`src/rtl/bcd_seq_converter.sv`:
```
// Serial binary-to-packed-BCD converter (double dabble, one bit per clock); result valid BIN_W+1 cycles after accept.
// Backpressure: o_ready low from accept until the cycle after the done pulse; i_valid is ignored meanwhile.
module bcd_seq_converter #(
  parameter int BIN_W  = 14,
  parameter int DIGITS = 4
) (
  input  logic                  i_clk,
  input  logic                  i_rst,
  input  logic                  i_valid,
  input  logic [BIN_W-1:0]      i_bin,
  output logic                  o_ready,
  output logic                  o_valid,
  output logic [4*DIGITS-1:0]   o_bcd,
  output logic                  o_ovf
);

  localparam int ACC_W   = 4 * DIGITS;
  localparam int CNT_W   = (BIN_W > 1) ? $clog2(BIN_W) : 1;
  localparam int MAX_DEC = 10**DIGITS - 1;
  localparam logic [CNT_W-1:0] LAST_CNT = CNT_W'(BIN_W - 1);

  typedef enum logic [1:0] {IDLE, SHIFT, DONE} state_t;

  state_t             state;
  logic [BIN_W-1:0]   bin_q;
  logic [ACC_W-1:0]   acc;
  logic [CNT_W-1:0]   cnt;
  logic               ovf_q;

  logic [ACC_W-1:0]       acc_adj;
  logic [ACC_W+BIN_W-1:0] sh;

  // Add-3 on every nibble in parallel, then one left shift of {acc, bin}.
  // The top accumulator bit falls off the end; that only happens when saturating.
  always_comb begin
    acc_adj = acc;
    for (int d = 0; d < DIGITS; d++) begin
      if (acc[4*d +: 4] >= 4'd5) begin
        acc_adj[4*d +: 4] = acc[4*d +: 4] + 4'd3;
      end
    end
    sh = {acc_adj, bin_q} << 1;
  end

  always_ff @(posedge i_clk or posedge i_rst) begin
    if (i_rst) begin
      state   <= IDLE;
      bin_q   <= '0;
      acc     <= '0;
      cnt     <= '0;
      ovf_q   <= 1'b0;
      o_ready <= 1'b1;
      o_valid <= 1'b0;
      o_bcd   <= '0;
      o_ovf   <= 1'b0;
    end else begin
      case (state)
        IDLE: begin
          if (i_valid) begin
            bin_q   <= i_bin;
            acc     <= '0;
            cnt     <= '0;
            ovf_q   <= (32'(i_bin) > MAX_DEC);
            o_ready <= 1'b0;
            state   <= SHIFT;
          end
        end
        SHIFT: begin
          acc   <= sh[ACC_W+BIN_W-1:BIN_W];
          bin_q <= sh[BIN_W-1:0];
          if (cnt == LAST_CNT) begin
            // Result registered on the final shift so it is visible throughout DONE.
            o_bcd   <= ovf_q ? {DIGITS{4'h9}} : sh[ACC_W+BIN_W-1:BIN_W];
            o_ovf   <= ovf_q;
            o_valid <= 1'b1;
            state   <= DONE;
          end else begin
            cnt <= cnt + CNT_W'(1);
          end
        end
        DONE: begin
          o_valid <= 1'b0;
          o_ready <= 1'b1;
          state   <= IDLE;
        end
        default: begin
          o_valid <= 1'b0;
          o_ready <= 1'b1;
          state   <= IDLE;
        end
      endcase
    end
  end

endmodule

```
`config.mk`:
```
export PLATFORM = sky130hd
export DESIGN_NAME = bcd_seq_converter
export DESIGN_NICKNAME = d
export VERILOG_FILES = /design/src/rtl/bcd_seq_converter.sv
export SDC_FILE = /design/constraint.sdc
export NUM_CORES = 1
export LEC_CHECK = 0
export CORE_MARGIN = 3
export CORE_UTILIZATION = 33
export DETAILED_ROUTE_END_ITERATION = 6
export GPL_TIMING_DRIVEN = 0
export PLACE_DENSITY = 0.62
export SLEW_MARGIN = 0
export SYNTH_ARGS = -nofsm -noshare
export SYNTH_HDL_FRONTEND = slang
export SYNTH_SLANG_ARGS = --single-unit
```
`constraint.sdc`:
```
create_clock -name i_clk -period 2.1 [get_ports i_clk]
set_input_delay 0.63 -clock i_clk [delete_from_list [all_inputs] [get_ports i_clk]]
set_output_delay 0.63 -clock i_clk [all_outputs]
set_load 0.01 [all_outputs]
```
## After elaboration in Yosys (flattened, before gate mapping)

Cells that the tools add are included.

| word-level totals | value |
|---|---|
| bits in registers | 56 |
| input port bits | 17 |
| logic and storage cells | 54 |

| operators by class | value |
|---|---|
| mux-type cells | 19 |
| $lt $le $gt $ge | 5 |
| add/subtract/negate cells | 5 |
| eq/ne operators | 5 |
| bitwise logic cells | 2 |
| reductions and logical operators | 9 |

Operators with widths:

| operator | number |
|---|---|
| $mux W16 | 2 |
| $pmux W16 S2 | 1 |
| $pmux W14 S2 | 1 |
| $mux W4 | 5 |
| $ge A4 B3 Y1 const B | 4 |
| $gt A14 B14 Y1 const B | 1 |
| $mux W14 | 1 |
| $add A4 B2 Y4 const B | 3 |
| $reduce_and A2 Y1 | 6 |
| $pmux W4 S2 | 1 |
| $ne A2 B2 Y1 const B | 3 |
| $add A4 B1 Y4 const B | 1 |
| $eq A4 B4 Y1 const B | 1 |
| $mux W2 | 2 |
| $pmux W1 S2 | 2 |
| $pmux W2 S2 | 1 |
| $add A3 B2 Y3 const B | 1 |
| $mux W3 | 1 |
| $reduce_and A3 Y1 | 1 |
| $eq A2 B1 Y1 const B | 1 |
| $logic_not A2 Y1 | 1 |
| $mux W1 | 2 |
| $not A1 Y1 | 2 |
| $reduce_bool A2 Y1 | 1 |

## Logic depth before layout (Yosys ltp)

| logic depth | value |
|---|---|
| depth in word-level cells | 3 |
| mapped depth | 9 |
| depth with buffers taken out | 7 |

## Worst setup path after synthesis

No wires, ideal clock.

| path | value |
|---|---|
| path type | in2reg |
| from | input i_valid |
| to | register acc[11] |
| cell stages on the path | 4 |
| arrival | 1479 ps |
| required time | 2017 ps |
| library setup time | 83 ps |
| buffers on the path | 1 |
| slack | 538 ps |
| path through | o21bai_1 > clkbuf_1 > o21ai_0 > o21ai_0 |

| on the way | value |
|---|---|
| word-level cells in the longest chain between the ends | 2 |

RTL lines:

| element | line | RTL |
|---|---|---|
| start, declared | 9 | `input logic i_valid,` |
| $ne A2 B2 Y1 (no line) | - |  |
| $reduce_and A2 Y1 (no line) | - |  |
| end signal, assigned | 69 | `acc <= sh[ACC_W+BIN_W-1:BIN_W];` |
| end, declared | 26 | `logic [ACC_W-1:0] acc;` |

Every way passes these cells.
A chain may end at the register's enable or synchronous reset.

## Final worst setup path

| path | value |
|---|---|
| from | register o_ready |
| to | output o_ready |

RTL lines:

| element | line | RTL |
|---|---|---|
| start, declared | 11 | `output logic o_ready,` |
| start signal, assigned | 52 | `o_ready <= 1'b1;` |
| start signal, assigned | 64 | `o_ready <= 1'b0;` |
| start signal, assigned | 83 | `o_ready <= 1'b1;` |

No word-level cell between the ends.

==> metrics <==
grt ovf=0; top post-synthesis cells by area=dfrtp_1 (52%), mux2i_1 (6.4%), a22o_1 (6.0%); initial drt markers=92; setup_tns=0 ns; f_max=0.496 GHz; reg2reg start=cnt[1]; number of enable flip-flop cells after synthesis=0; initial core utilization=34.1%; share of the synthesized area in the top cell type=52.0%; Lkg Pwr=1.43 nW; hold-critical path depth=2; CP Launch Type=flip-flop; Crit path largest cell delay=0.55 ns; CTS max path bufs=2; Top delay family on crit path=flip-flops; mean number of vias per cell=5.01; Ports=36; Avg Cell Area, Syn=10.7 um^2; Die Y-Extent=95.6 um; critical path's slowest cell=dfstp_2; sequential fraction of the synthesis area=53.0%; DP HPWL=4230 um; CTS tree=built; first-pass GRT wire length=9940 um; Final WS setup=0.0828 ns; Top FF cell, synth=dfrtp_1; worst hold path startpoint=o_bcd[0]; Tmin final=2.02 ns; CP Class=reg -> out; Place WS=-0.464 ns; dpl cells=385; cts-stage hold buffer count=0; H-tree depth=2; # rows=32; reg2reg end=o_bcd[2]; drt drc=0; Die ar.=9130 um^2; Yosys warnings=0; antenna diode count=0; largest area contributor in the netlist=dfrtp_1; Slew HR=61.4%; Distinct cells, synth=35; I/O Buffers=35; clock sink count=56; overall routing resource usage=14.0%; Core ar.=7770 um^2; Final Non-Filler Cells=393; overall power=5.17 mW; post-route ant nets=0; Wirelength per Cell=14.8 um; unrepaired setup endpoints after global routing=no; layout cells sized above 1=8.25%; Hold Path Class=reg -> reg; CP required=1.47 ns; period utilization=96.1%; final hold vios=0; Clock Tree Root=clkbuf_8; GPL Wtd Cong=0.740; R2R setup slack=0.46 ns; Filler cells=777; mapped cell area=2650 um^2; Vias=1967; Inserted Clock Buffers=5; Worst-path clk slew=0.11 ns; Worst VDD drop=0.000445 V; Yosys reg bits=56; 1st-pass router iterations=4; crit-path cells=clkdlybuf4s50_1; Hold Slack=0.478 ns; Final Skew=0.0178 ns; Slew Limit Fails=0; Reg2Reg Depth=7; CP arrival=1.39 ns; hold endpoint=o_bcd[0]; CP bufs+invs=1; Critical Path Sink Type=output pin; most common cell after layout, fill and taps aside=dfrtp_1; initial antenna violation count=0; Worst-Skew Late Latency=0.32 ns; Die W=95.6 um; vias in the first global route=1983; Synth async-reset ratio=100%; final setup fails=0; status=complete, no violations; total of max-cap violations=0; most frequent cells in the layout=dfrtp_1 (55), clkdlybuf4s50_1 (35), o21ai_0 (28); Worst-Margin Slew=0.579 ns; Post-Route WL=5820 um; P&R area growth vs syn=22.8%; largest net degree at the start of global routing=37; Max FO, Critical Path=2; Mapped Nets=274; final net count=317; Synth Instances=247; PD cells=1590 nW/um^2
## cells by family after synthesis
group	count (synthesis)	share of synthesized area, %
buf+inv	25	5.39
simple gates	61	10.8
compound gates	73	18.0
mux	17	6.43
flops	56	53.0
fa+ha+maj	10	4.73
xor+xnor	5	1.65
## how the worst max path moves through the flow
stage	slack (ns)	cells after the start	from	endpoint
after floorplan	0.10	1	i_rst	acc[0]
after global placement	-1.03	2	i_rst	o_valid
after detailed placement	-0.46	5	i_valid	acc[11]
after CTS	0.07	1	o_ready	o_ready
after global routing	0.01	5	i_valid	bin_q[12]
final	0.08	1	o_ready	o_ready
## metal layers
| layer | part of all wire [%] | global-route usage (%) | vias to the layer above | wire (um) |
|---|---|---|---|---|
| met2 | 47 | 22.5 | 36 | 2740 |
| li1 | - | - | 954 | - |
| met5 | 0 | 0 | - | 0 |
| met4 | 1.3 | 3.91 | 0 | 78 |
| met3 | 3.8 | 2.68 | 9 | 222 |
| met1 | 48 | 19.4 | 968 | 2780 |
## layout make-up
class                   count  area, um^2  area share (%)
inverters                  13        53.8            1.66
clock inverters             3        26.3           0.809
flip-flops and latches     56        1400            43.2
plain buffers              12        90.1            2.77
repair buffers             36         370            11.4
well taps                 102         128            3.93
multi-input cells         166        1110            34.2
clock buffers               5        68.8            2.12
## flip-flops by register name, indices dropped and copies added, names as in the netlist
register / flops
acc: 16
o_bcd: 16
bin_q: 14
cnt: 4
state: 2
o_ovf: 1
o_ready: 1
o_valid: 1
ovf_q: 1
## metrics by stage
step	instance area, um^2	util [%]
after global placement	3120	40.2
after global routing	3250	41.8
after floorplan	2650	-
final	3250	41.8
after CTS	3240	41.8
after detailed placement	3140	40.5
## cells in the mapped netlist (2+ instances only)
master and number:
clkbuf_1 5, a31oi_1 2, a22o_1 18, nor2_1 16, nand2b_1 5, ha_1 10
o21ai_0 28, inv_1 12, a32o_1 2, xnor2_1 5, dfrtp_1 55, buf_6 4
a21o_1 2, a21oi_1 13, nor3_1 3, a41oi_1 2, nand2_1 25, nor3b_1 4
buf_2 2, nand3_1 3, mux2i_1 17
## what timing repair did
item | CTS | global route
gates cloned | 0 | 0
endpoints found under the setup margin | 14 | 3
pin swaps | 0 | 0
setup buffers | 0 | 0
gates resized for setup | 1 | 3
## where the power goes
group | leakage [nW] | switching, mW | internal, mW
sequential | 0.693 | 0.391 | 1.59
combinational | 0.695 | 1.29 | 1.26
clock | 0.0423 | 0.390 | 0.244
total | 1.43 | 2.07 | 3.10
No activity file was read; power rests on OpenSTA's default activity.
